## config.mk

```make
export PLATFORM = sky130hd
export DESIGN_NAME = servo_duty_ramp
export DESIGN_NICKNAME = d
export VERILOG_FILES = /design/src/rtl/servo_duty_ramp.sv
export SDC_FILE = /design/constraint.sdc
export NUM_CORES = 1
export LEC_CHECK = 0
export BUFFER_PORTS_ARGS = -buffer_cell sky130_fd_sc_hd__clkbuf_2
export CORE_MARGIN = 10
export CORE_UTILIZATION = 25
export DETAILED_ROUTE_END_ITERATION = 7
export PLACE_DENSITY = 0.49
export SYNTH_ARGS = -nofsm -noshare
export SYNTH_HDL_FRONTEND = slang
export SYNTH_SLANG_ARGS = --single-unit
```

## constraint.sdc

```tcl
create_clock -name CLK25MHZ -period 3.9 [get_ports CLK25MHZ]
set_clock_uncertainty 0.05 [all_clocks]
set_input_delay 0.195 -clock CLK25MHZ [delete_from_list [all_inputs] [get_ports CLK25MHZ]]
set_output_delay 0.195 -clock CLK25MHZ [all_outputs]
set_load 0.02 [all_outputs]
```

## src/rtl/servo_duty_ramp.sv

```systemverilog
// servo_duty_ramp: synchronises and debounces a position switch, selects a
// duty endpoint, and slews the registered duty word toward it by at most STEP
// once per servo frame.
module servo_duty_ramp #(
    parameter int FRAME_CYCLES    = 500_000,
    parameter int DEBOUNCE_CYCLES = 250_000,
    parameter int DUTY_LO         = 21,
    parameter int DUTY_HI         = 102,
    parameter int STEP            = 4
) (
    input  logic       CLK25MHZ,
    input  logic       reset,
    input  logic       sw_pos,
    output logic [9:0] duty_cycle,
    output logic       busy,
    output logic       at_target
);

    // Counter widths never collapse to zero bits for the degenerate parameter values.
    localparam int FRAME_W = (FRAME_CYCLES > 1) ? $clog2(FRAME_CYCLES) : 1;
    localparam int DEB_W   = (DEBOUNCE_CYCLES > 1) ? $clog2(DEBOUNCE_CYCLES) : 1;

    localparam logic [FRAME_W-1:0] FRAME_LAST = FRAME_W'(FRAME_CYCLES - 1);
    localparam logic [DEB_W-1:0]   DEB_LAST   = DEB_W'(DEBOUNCE_CYCLES - 1);
    localparam logic [FRAME_W-1:0] FRAME_ONE  = FRAME_W'(1);
    localparam logic [DEB_W-1:0]   DEB_ONE    = DEB_W'(1);
    localparam logic [9:0]         DUTY_LO_W  = 10'(DUTY_LO);
    localparam logic [9:0]         DUTY_HI_W  = 10'(DUTY_HI);
    localparam logic [10:0]        STEP_W     = 11'(STEP);

    typedef enum logic [0:0] {
        ST_HOLD = 1'b0,
        ST_RAMP = 1'b1
    } state_t;

    logic               sync1_r;
    logic               sync2_r;
    logic               sw_stable_r;
    logic [DEB_W-1:0]   deb_cnt_r;
    logic [FRAME_W-1:0] frame_cnt_r;
    logic               frame_tick_s;
    logic [9:0]         target_s;
    logic [10:0]        target_ext_s;
    logic [10:0]        duty_ext_s;
    logic [10:0]        diff_s;

    state_t             state_r;
    state_t             state_next_s;
    logic [9:0]         duty_r;
    logic [9:0]         duty_next_s;
    logic               busy_r;
    logic               busy_next_s;
    logic               at_target_r;
    logic               at_target_next_s;

    // Two-flop synchroniser for the asynchronous switch input.
    always_ff @(posedge CLK25MHZ or posedge reset) begin
        if (reset) begin
            sync1_r <= 1'b0;
            sync2_r <= 1'b0;
        end else begin
            sync1_r <= sw_pos;
            sync2_r <= sync1_r;
        end
    end

    // Debouncer: accept a new level only after it persists DEBOUNCE_CYCLES cycles.
    always_ff @(posedge CLK25MHZ or posedge reset) begin
        if (reset) begin
            sw_stable_r <= 1'b0;
            deb_cnt_r   <= '0;
        end else if (sync2_r == sw_stable_r) begin
            deb_cnt_r   <= '0;
        end else if (deb_cnt_r == DEB_LAST) begin
            sw_stable_r <= sync2_r;
            deb_cnt_r   <= '0;
        end else begin
            deb_cnt_r   <= deb_cnt_r + DEB_ONE;
        end
    end

    // Free-running frame timer; never restarted by switch activity.
    always_ff @(posedge CLK25MHZ or posedge reset) begin
        if (reset) begin
            frame_cnt_r <= '0;
        end else if (frame_cnt_r == FRAME_LAST) begin
            frame_cnt_r <= '0;
        end else begin
            frame_cnt_r <= frame_cnt_r + FRAME_ONE;
        end
    end

    assign frame_tick_s = (frame_cnt_r == FRAME_LAST);
    assign target_s     = sw_stable_r ? DUTY_HI_W : DUTY_LO_W;
    assign target_ext_s = {1'b0, target_s};
    assign duty_ext_s   = {1'b0, duty_r};

    // Unsigned distance to the target, one bit wider so it cannot wrap.
    always_comb begin
        diff_s = 11'd0;
        if (target_ext_s >= duty_ext_s) begin
            diff_s = target_ext_s - duty_ext_s;
        end else begin
            diff_s = duty_ext_s - target_ext_s;
        end
    end

    // Next-state and next-output logic for the HOLD/RAMP slew controller.
    always_comb begin
        state_next_s     = state_r;
        duty_next_s      = duty_r;
        at_target_next_s = 1'b0;
        case (state_r)
            ST_HOLD: begin
                // Entering RAMP never moves the duty word on the same edge.
                if (target_s != duty_r) begin
                    state_next_s = ST_RAMP;
                end else begin
                    state_next_s = ST_HOLD;
                end
            end
            ST_RAMP: begin
                if (frame_tick_s) begin
                    if (diff_s <= STEP_W) begin
                        duty_next_s      = target_s;
                        at_target_next_s = 1'b1;
                        state_next_s     = ST_HOLD;
                    end else if (target_ext_s > duty_ext_s) begin
                        duty_next_s = 10'(duty_ext_s + STEP_W);
                    end else begin
                        duty_next_s = 10'(duty_ext_s - STEP_W);
                    end
                end else begin
                    state_next_s = ST_RAMP;
                end
            end
            default: begin
                state_next_s = ST_HOLD;
            end
        endcase
        busy_next_s = (state_next_s == ST_RAMP);
    end

    // State and output registers; all outputs come straight from flops.
    always_ff @(posedge CLK25MHZ or posedge reset) begin
        if (reset) begin
            state_r     <= ST_HOLD;
            duty_r      <= DUTY_LO_W;
            busy_r      <= 1'b0;
            at_target_r <= 1'b0;
        end else begin
            state_r     <= state_next_s;
            duty_r      <= duty_next_s;
            busy_r      <= busy_next_s;
            at_target_r <= at_target_next_s;
        end
    end

    assign duty_cycle = duty_r;
    assign busy       = busy_r;
    assign at_target  = at_target_r;

endmodule

```

Yosys cells after proc, flatten, opt, wreduce, memory -nomap -nowiden
Cells that the tools add are included.
Operators by class
  add/sub/neg operators: 6
  order comparisons: 3
  equality and inequality tests: 4
  multiplexer cells: 14
  bitwise logic cells: 2
  reductions and logical operators: 2
Operators with widths (number)
  18-bit 2-to-1 mux: 2
  10-bit 2-to-1 mux: 2
  19-bit by 1-bit adder with 19-bit output (second input constant): 1
  19-bit == test (second input constant): 1
  19-bit 2-to-1 mux: 1
  18-bit by 1-bit adder with 18-bit output (second input constant): 1
  18-bit == test (second input constant): 1
  11-bit by 3-bit less-or-equal comparator with 1-bit output (second input constant): 1
  11-bit 2-to-1 mux: 1
  10-bit by 7-bit subtractor with 11-bit output: 1
  7-bit by 10-bit subtractor with 11-bit output: 1
  10-bit by 3-bit adder with 10-bit output (second input constant): 1
  7-bit by 10-bit greater-or-equal comparator with 1-bit output: 1
  7-bit by 10-bit > comparator with 1-bit output: 1
  7-bit by 10-bit inequality test with 1-bit output: 1
  10-bit by 3-bit subtractor with 10-bit output (second input constant): 1
  7-bit 2-to-1 mux: 1
  1-bit 2-to-1 mux: 6
  2-bit AND reduction: 2
  1-bit NOT: 2
  1-bit one-hot mux with 2 select lines: 1
  1-bit == test: 1
Word-level totals
  register bits: 52
  input bits: 3
  output and inout bits: 12
  logic and storage cells: 39

Longest topological paths before layout
  depth after elaboration: 7
  depth in mapped cells: 16
  depth with buffers taken out: 15

Worst setup path after synthesis
OpenSTA, ideal clock, no wires.
  path type: reg-to-reg
  start point: reg sw_stable_r
  end point: reg duty_r[9], in the netlist duty_cycle[9]
  library setup time: 95 ps
  arrival time: 3293 ps
  path slack: 461 ps
  stages on the path, launching flop included: 16
  path buffers: 0
  clock period less this slack: 3439 ps
  path through: dfrtp_1 inv_1 ha_1 and4b_1 a21boi_2 o21ai_1 a21oi_1 inv_1 ha_1 a21o_1 a21oi_1 o21bai_1 a21oi_1 o21ai_0 mux2i_1 o31ai_1
On the way
  longest elaborated chain between the ends: 5
  elaborated cells between the ends (all ways): 9
  those cells by class: 2 x add/sub; 3 x order compare; 4 x mux
RTL lines
  start: declaration: RTL line 38  | logic sw_stable_r;
  start signal: assignment: RTL line 75  | sw_stable_r <= sync2_r;
  7-bit 2-to-1 mux (*): RTL line 94  | assign target_s = sw_stable_r ? DUTY_HI_W : DUTY_LO_W;
  10-bit by 7-bit subtractor with 11-bit output (tied with other cells): RTL line 104  | diff_s = duty_ext_s - target_ext_s;
  11-bit 2-to-1 mux: RTL line 101  | if (target_ext_s >= duty_ext_s) begin
  11-bit by 3-bit less-or-equal comparator with 1-bit output: RTL line 124  | if (diff_s <= STEP_W) begin
  10-bit 2-to-1 mux (*): RTL line 124
  end signal: assignment: RTL line 153  | duty_r <= duty_next_s;
  end: declaration: RTL line 49  | logic [9:0] duty_r;
Every way passes the cells marked *; elsewhere a longest branch is shown, timed or not.
A chain may end at the register's enable or synchronous reset.

Worst setup path after layout
Ends and elaborated chain as after synthesis.

==> impl_metrics.yaml <==
timing:
  tightestPinTransition_ps: 671.7
  fin_crit_sh: 0.8928
  hold-worst-slack_ps: 21.41
  fin_setup_tns_ps: 0
  setup_ws_ps: 418.1
  maxSlewHeadroom: 0.5522
  grt_setup_unrepaired: "false"
  max_freq_mhz: 287.2
  hold_viol_final: 0
  slew_viol_final: 0
  finalSetupViolations: 0
  period_needed_ps: 3482
route:
  wirelength_um: 7384
  firstDrtPassIters: 4
  routedWlPerCell_um: 13.45
  drt_iter0_drc: 143
  viasPerCell: 4.628
  vias: 2541
  antenna_left: 0
  drc: 0
status:
  status: "finished clean"
finish:
  fin_cells: 549
  insertedDiodeCount: 0
  layout_commonest_cell: "dfrtp_1"
  fillers: 1405
  multi_input_area_mm2: 0.001887
  seqCellArea_mm2: 0.001306
  syn_to_final_growth_pct: 15.04
  drive_gt1_frac: 0.1273
  layout_common_cells: "dfrtp_1 (48), nor2_1 (43), nand2_1 (31)"
  nNetsFinal: 400
floorplan:
  die_y_um: 134.6
  core_area_mm2: 0.01272
  dieArea_mm2: 0.01813
  ios: 15
  die_x_um: 134.6
  rows: 41
  start_util: 0.2583
yosys:
  ys_types: 56
  syn_area_per_cell_um2: 9.255
  seq_area_frac_synth: 0.3972
  yosysWarningCount: 0
  synth_edf_count: 0
  synth_nets: 379
  synth_seq_cells: 52
  syn_inst: 355
  synth_area_mm2: 0.003286
  synthArstFlopShare: 1.000
  synth_ff_type: "dfrtp_1"
power_and_ir_drop:
  powerDensity_mw_per_mm2: 279.6
  vdd_drop_max_v: 0.0001401
  finalPower_mw: 1.057
  p_leak_nw: 1.682
placement:
  dp.cells: 540
  hpwl_um: 5465
  place_congestion: 0.8435
  pre_cts_ws_ps: 270.2
  numPortBuffers: 14
critical_path:
  worstReg2RegEnd: "duty_cycle[9]"
  crit_path_end_kind: "register"
  start_kind: "register"
  crit_top_cell: "a21oi_1"
  reg2reg_depth: 14
  critPathMaxStageDelay_ps: 480
  required_ps: 4040
  cp.buffers_inverters: 1
  r2r_slack_ps: 420
  cp_slowest_cell: "dfrtp_2"
  cp.arrival_ps: 3620
  r2r_start: "sw_stable_r"
  crit_fanout: 8
  cp_cell_sequence: "ha_2 -> and4b_1 -> a21boi_2 -> o21ai_1 -> a21oi_1 -> inv_1 -> ha_1 -> a21o_1 -> a21oi_1 -> o21bai_1 -> a21oi_2 -> o21ai_0 -> mux2i_1 -> o31ai_1"
  path_class: "reg -> reg"
  path_delay_family: "compound AO/OA/AOI/OAI gates"
grt:
  antenna_found_initial: 0
  grt_pass1_vias: 2536
  grt_overflow: 0
  track_usage: 0.08316
  grt_pass1_wl_um: 12710
  grt_max_degree: 53
clock_network:
  cts_root_buf: "clkbuf_16"
  clockBufferDepth: 2
  htree_levels: 2
  clkSinkCount: 52
  cts_setup_buffers: 0
  numCtsBuffers: 5
  insertion_delay_ps: 280
  clk_pin_slew_ps: 70
  tritoncts: "done"
flow_run:
  maxCapViolCount: 0
worst_hold_path:
  hold_class: "in -> async"
-- state kept, by name, summed over array words and instances, names as in the netlist --
register and flops:
deb_cnt_r 18, duty_cycle 10, sync2_r 1, busy 1, sync1_r 1, at_target 1, sw_stable_r 1, frame_cnt_r 19
-- power by group --
part / switching, mW / internal [mW] / total (mW)
sequential: 0.00240 / 0.543 / 0.545
clock: 0.189 / 0.302 / 0.491
combinational: 0.0157 / 0.00514 / 0.0208
total: 0.207 / 0.850 / 1.06
-- cell usage after synthesis, types with 8 or more instances --
cell type / number / share of area
and3_1: 8 / 0.015
xor2_1: 21 / 0.056
xnor2_1: 21 / 0.056
a21oi_1: 17 / 0.026
nand2_1: 31 / 0.035
dfrtp_1: 49 / 0.37
o21ai_0: 10 / 0.015
inv_1: 20 / 0.023
nor2_1: 43 / 0.049
nand3_1: 20 / 0.030
ha_1: 18 / 0.069
-- routing by layer --
| metal | vias up | track usage | wire, um |
|---|---|---|---|
| li1 | 1264 | - | - |
| met1 | 1224 | 0.1152 | 3772 |
| met2 | 45 | 0.1273 | 3292 |
| met3 | 8 | 0.01632 | 220 |
| met4 | 0 | 0.02418 | 99 |
| met5 | - | 0 | 0 |
-- cell families after synthesis --
kind of cell,after synthesis,synth area share
muxes,7,0.02171
buffers and inverters,28,0.03427
DFF,52,0.3972
adders and majority gates,21,0.08683
and+or+nand+nor,143,0.2224
xor gates and xnor gates,42,0.1120
AOI/OAI and AO/OA,62,0.1257
-- cell type report --
class                           instances  share of cell area
Multi-Input combinational cell        275              0.4992
Sequential cell                        52              0.3456
Tap cell                              172             0.05693
Timing Repair Buffer                   22             0.03509
Clock buffer                            6             0.03409
Inverter                               20             0.01986
Clock inverter                          2            0.009268
-- metrics by stage --
step | instance area (um2) | utilization
after floorplan | 3286 | -
after global placement | 3586 | 0.2819
after detailed placement | 3586 | 0.2819
after CTS | 3760 | 0.2955
after global routing | 3780 | 0.2971
final | 3780 | 0.2971
-- how the worst max path moves through the flow --
stage | from | endpoint | slack (ps) | depth (start not counted)
2_1_floorplan | sw_stable_r | duty_cycle[9] | 460 | 15
3_3_place_gp | duty_cycle[6] | duty_cycle[9] | 430 | 15
3_5_place_dp | sw_stable_r | duty_cycle[9] | 270 | 14
4_1_cts | sw_stable_r | duty_cycle[9] | 250 | 14
5_1_grt | sw_stable_r | duty_cycle[9] | 50 | 15
6_report | sw_stable_r | duty_cycle[9] | 420 | 14
-- tightest hold or removal path: stages --
cell and delay, ps:
clkbuf_2 80, inv_2 30, buf_4 530
-- repair_timing --
item	4_1_cts	5_1_grt
hold endpoints to repair	1	0
setup endpoints to repair	0	1
gates resized for setup	0	5
hold buffers	1	0
Power figures use the tool's default switching activity.
